### src/rtl/serializer_flex.sv
// Parallel-to-serial converter with ready/valid input, one-word pending buffer,
// output backpressure, per-word length and bit order, and a last-bit marker.
module serializer_flex #(
    parameter int DATA_W  = 16,
    parameter int MOD_W   = $clog2(DATA_W),
    parameter int MIN_LEN = 3
) (
    input  logic              clk_i,
    input  logic              srst_i,
    input  logic [DATA_W-1:0] data_i,
    input  logic [MOD_W-1:0]  data_mod_i,
    input  logic              data_lsb_i,
    input  logic              data_val_i,
    output logic              data_rdy_o,
    output logic              ser_data_o,
    output logic              ser_data_val_o,
    output logic              ser_last_o,
    input  logic              ser_rdy_i,
    output logic              busy_o,
    output logic              drop_o,
    output logic              dbg_state
);

    localparam int CNT_W = MOD_W + 1;

    typedef enum logic {
        IDLE  = 1'b0,
        SHIFT = 1'b1
    } state_t;

    state_t state;
    state_t state_next;

    logic [DATA_W-1:0] act_data;
    logic [CNT_W-1:0]  act_len;
    logic              act_lsb;
    logic [CNT_W-1:0]  cnt;

    logic [DATA_W-1:0] pnd_data;
    logic [CNT_W-1:0]  pnd_len;
    logic              pnd_lsb;
    logic              pnd_valid;

    logic              drop_q;

    logic [CNT_W-1:0]  in_len;
    logic              in_legal;
    logic              accept;
    logic              load_legal;
    logic              drop_now;
    logic [MOD_W-1:0]  bit_idx;
    logic              is_last;
    logic              handshake;
    logic              last_hs;
    logic              to_active;

    // A zero length field encodes a full-width word.
    assign in_len     = (data_mod_i == '0) ? CNT_W'(DATA_W) : {1'b0, data_mod_i};
    assign in_legal   = (in_len >= CNT_W'(MIN_LEN));
    assign accept     = data_val_i & data_rdy_o;
    assign load_legal = accept & in_legal;
    assign drop_now   = accept & ~in_legal;

    assign bit_idx    = act_lsb ? cnt[MOD_W-1:0]
                                : (MOD_W'(DATA_W - 1) - cnt[MOD_W-1:0]);
    assign is_last    = (cnt == (act_len - CNT_W'(1)));
    assign handshake  = ser_data_val_o & ser_rdy_i;
    assign last_hs    = handshake & ser_last_o;
    // Input goes straight to active only when nothing is queued ahead of it.
    assign to_active  = (state == IDLE) | (last_hs & ~pnd_valid);

    always_ff @(posedge clk_i) begin
        if (srst_i) begin
            state <= IDLE;
        end else begin
            state <= state_next;
        end
    end

    always_comb begin
        state_next = state;
        case (state)
            IDLE:    if (load_legal) state_next = SHIFT;
            SHIFT:   if (last_hs && !pnd_valid && !load_legal) state_next = IDLE;
            default: state_next = IDLE;
        endcase
    end

    always_comb begin
        ser_data_val_o = 1'b0;
        ser_data_o     = 1'b0;
        ser_last_o     = 1'b0;
        if (state == SHIFT && !srst_i) begin
            ser_data_val_o = 1'b1;
            ser_data_o     = act_data[bit_idx];
            ser_last_o     = is_last;
        end
    end

    assign data_rdy_o = ~pnd_valid & ~srst_i;
    assign busy_o     = ((state == SHIFT) | pnd_valid) & ~srst_i;
    assign drop_o     = drop_q & ~srst_i;
    assign dbg_state  = state;

    always_ff @(posedge clk_i) begin
        if (srst_i) begin
            act_data  <= '0;
            act_len   <= '0;
            act_lsb   <= 1'b0;
            cnt       <= '0;
            pnd_data  <= '0;
            pnd_len   <= '0;
            pnd_lsb   <= 1'b0;
            pnd_valid <= 1'b0;
            drop_q    <= 1'b0;
        end else begin
            drop_q <= drop_now;

            if (last_hs && pnd_valid) begin
                act_data <= pnd_data;
                act_len  <= pnd_len;
                act_lsb  <= pnd_lsb;
                cnt      <= '0;
            end else if (load_legal && to_active) begin
                act_data <= data_i;
                act_len  <= in_len;
                act_lsb  <= data_lsb_i;
                cnt      <= '0;
            end else if (last_hs) begin
                cnt <= '0;
            end else if (handshake) begin
                cnt <= cnt + CNT_W'(1);
            end

            if (load_legal && !to_active) begin
                pnd_data  <= data_i;
                pnd_len   <= in_len;
                pnd_lsb   <= data_lsb_i;
                pnd_valid <= 1'b1;
            end else if (last_hs && pnd_valid) begin
                pnd_valid <= 1'b0;
            end
        end
    end

endmodule

### config.mk
export PLATFORM = sky130hd
export DESIGN_NAME = serializer_flex
export DESIGN_NICKNAME = d
export VERILOG_FILES = /design/src/rtl/serializer_flex.sv
export SDC_FILE = /design/constraint.sdc
export NUM_CORES = 1
export LEC_CHECK = 0
export ABC_AREA = 1
export BUFFER_PORTS_ARGS = -buffer_cell sky130_fd_sc_hd__buf_2
export CELL_PAD_IN_SITES_DETAIL_PLACEMENT = 0
export CELL_PAD_IN_SITES_GLOBAL_PLACEMENT = 2
export CORE_UTILIZATION = 31
export DETAILED_ROUTE_END_ITERATION = 6
export GPL_TIMING_DRIVEN = 0
export PLACE_DENSITY_LB_ADDON = 0.08
export SLEW_MARGIN = 5
export SYNTH_ARGS = -nofsm -noshare
export SYNTH_HDL_FRONTEND = slang
export SYNTH_SLANG_ARGS = --single-unit
### constraint.sdc
create_clock -name clk_i -period 2.4 [get_ports clk_i]
set_input_delay 0.12 -clock clk_i [delete_from_list [all_inputs] [get_ports clk_i]]
set_output_delay 0.12 -clock clk_i [all_outputs]
set_load 0.01 [all_outputs]
==> results.toml <==
[status]
status = "finished, final reports clean"

[sta]
slew_viol_final = 0
fmax_mhz = 443
maxSlewHeadroom_pct = 65.1
setup_ws_ns = 0.143
final-hold-violation-count = 0
setup_viol = 0
worst_slew_pin_slew_ns = 0.524
whs_ns = 0.0608
tns_ns = 0
period_share_pct = 94.0
clock_skew_ns = 0.00754
min_period_ns = 2.26

[route]
dr.pass1.iters = 4
vias = 2819
routed_wl_um = 8170
routedWlPerCell_um = 13.8
drc_errors = 0
drtIter0Drc = 99
antenna_left = 0
vias_per_cell = 4.76

[clocking]
holdBufCountCts = 0
clk_latency_ns = 0.31
clk_pin_slew_ns = 0.10
cts.sinks = 52
cts_root_buf = "clkbuf_8"
ctsLongestPathBuffers = 2
cts_max_level = 2
cts_tree = "done"
cts_buffers = 5

[synth]
synth_fp_nets = 470
synthCells = 443
netlist_top_cells_area = "dfxtp_1 37%, nand2_1 20%, a21oi_1 9.1%"
syn_avg_cell_area_um2 = 6.33
synth_edf_count = 0
synth_xor_area_share_pct = 2.50
synth_mux_area_share_pct = 0.357
synth_top_family_by_area = "simple AND/OR/NAND/NOR gates"
synth_flop_cell = "dfxtp_1"
synth_compound_area_share_pct = 11.4
synth_top_area_share_pct = 37.1
synth-seq-cells = 52
async_reset_ff_share_pct = 0
synthTopCellsByCount = "147 x nand2_1, 52 x dfxtp_1, 51 x a21oi_1, 40 x nor2_1, 36 x inv_1"
yosys.area_share.simple_pct = 37.9
synthAdderAreaFrac_pct = 0.892
yosysMostFrequentCell = "nand2_1"
ys_types = 25
synth_top_area_cell = "dfxtp_1"
ys_seq_area_share_pct = 37.1
synthesis.area_um2 = 2800
yosysWarnings = 0

[die]
pin_count = 32
chipHeight_um = 97.1
rows = 34
dieArea_um2 = 9430
core-area_um2 = 8720
initial_core_util_pct = 32.2
die_w_um = 97.1

[global_route]
grt_pass1_vias = 2615
antenna_found_initial = 0
grt_pass1_wl_um = 13500
grt_use_total_pct = 17.9
grt_overflow_total = 0
grt_max_degree = 16

[setup_path]
crit_start = "act_len[0]"
regToRegSetupSlack_ns = 0.17
crit_required_ns = 2.28
cp-start-kind = "flop"
critPathKind = "reg -> out"
end_kind = "primary output"
critPathArrivalTime_ns = 2.14
cp_max_fo = 10
r2r_cells = 11
rr_endpoint = "act_data[10]"
r2r-start = "act_len[0]"

[hold_path]
holdCritStartpoint = "data_i[2]"
hold_end = "pnd_data[2]"
hold_path.class = "in -> reg"
hold_depth = 3

[power_and_ir_drop]
peakVddDrop_v = 0.000264
p_per_area_nw_per_um2 = 556
p_leak_nw = 1.50

[placed_design]
placed_area_um2 = 3090
gp_congestion = 0.782
post-place-ws_ns = 0.0420
place_inst = 582
dpl.hpwl_um = 6070
port_buffers = 31

[finish]
design_area_um2 = 3280
num_antenna_cells = 0
area_growth_syn_to_layout_pct = 17.1
fin_cells = 592
drive_gt1_share_pct = 15.3
fin_nets = 510

[flow_run]
cap_violations = 0
## registers in the layout, indices dropped and copies added, names as in the netlist
| register | flops |
|---|---|
| act_data | 16 |
| pnd_data | 16 |
| act_len | 5 |
| cnt | 5 |
| pnd_len | 5 |
| act_lsb | 1 |
| dbg_state | 1 |
| drop_q | 1 |
| pnd_lsb | 1 |
| pnd_valid | 1 |
## cell type report
| class | count | area (um^2) |
|---|---|---|
| timing repair buffer | 33 | 170 |
| buffer | 28 | 140 |
| clock buffer | 6 | 72.6 |
| fill | 978 | 5440 |
| inverter | 39 | 150 |
| tap | 108 | 135 |
| multi-input combinational | 324 | 1540 |
| sequential | 52 | 1040 |
| clock inverter | 2 | 35.0 |
## metrics by stage
step / util [%] / power [mW]
global route: 37.7 / 1.93
detailed placement: 35.5 / 1.22
global placement: 35.5 / 1.22
finish: 37.7 / 1.83
floorplan: - / 1.13
CTS: 36.7 / 1.84
## per-layer routing
metal	up-vias	track usage [%]	wire length (um)
met3	6	2.45	323
met5	-	0	0
met4	0	3.79	75
met1	1260	26.4	4130
li1	1509	-	-
met2	44	27.7	3640
## layout by cell type, fill, tap and decap left out, types with 3 or more instances in the layout
cell type	netlist	layout
nand2_1	147	145
dfxtp_1	52	51
a21oi_1	51	45
buf_2	12	41
nor2_1	40	40
inv_1	36	36
nand3_1	33	30
nand4_1	23	23
clkbuf_1	12	11
o21ai_0	10	10
buf_4	2	6
a21oi_2	0	6
xor2_1	5	5
clkbuf_8	0	5
xnor2_1	3	3
nand3_2	0	3
## critical path: stages (launching register included)
cell      delay [ns]
dfxtp_2         0.34
inv_1           0.11
ha_2            0.29
xnor2_1         0.12
nor2_1          0.12
nand2_1         0.09
nor2_4          0.24
buf_4           0.16
clkbuf_4        0.19
buf_2           0.15
## logic make-up (layout without fill, tap and decap cells)
logic type | Yosys count | after routing
DFF | 52 | 52
adders and majority gates | 2 | 2
xor gates and xnor gates | 8 | 8
buffers and inverters | 67 | 108
muxes | 1 | 1
and+or+nand+nor | 250 | 250
AOI/OAI and AO/OA | 63 | 63
## repair_timing
item	4_1_cts	5_1_grt
setup buffers	0	2
endpoints found under the setup margin	0	45
resized for setup	0	27
## power by group
part           internal, mW  switching, mW  leakage [nW]  total (mW)
combinational         0.107          0.191          1.02       0.297
sequential            0.900         0.0162         0.424       0.916
clock                 0.310          0.302        0.0552       0.612
## how the worst max path moves through the flow
stage | endpoint | slack [ns] | cells past startpoint
6_report | ser_last_o | 0.14 | 9
2_1_floorplan | act_data[10] | 0.49 | 12
3_3_place_gp | act_data[15] | 0.03 | 12
5_1_grt | act_data[2] | -0.009 | 11
4_1_cts | act_data[12] | 0.01 | 12
3_5_place_dp | act_data[12] | 0.04 | 12
Note: power is estimated with default switching activity, not from simulation.
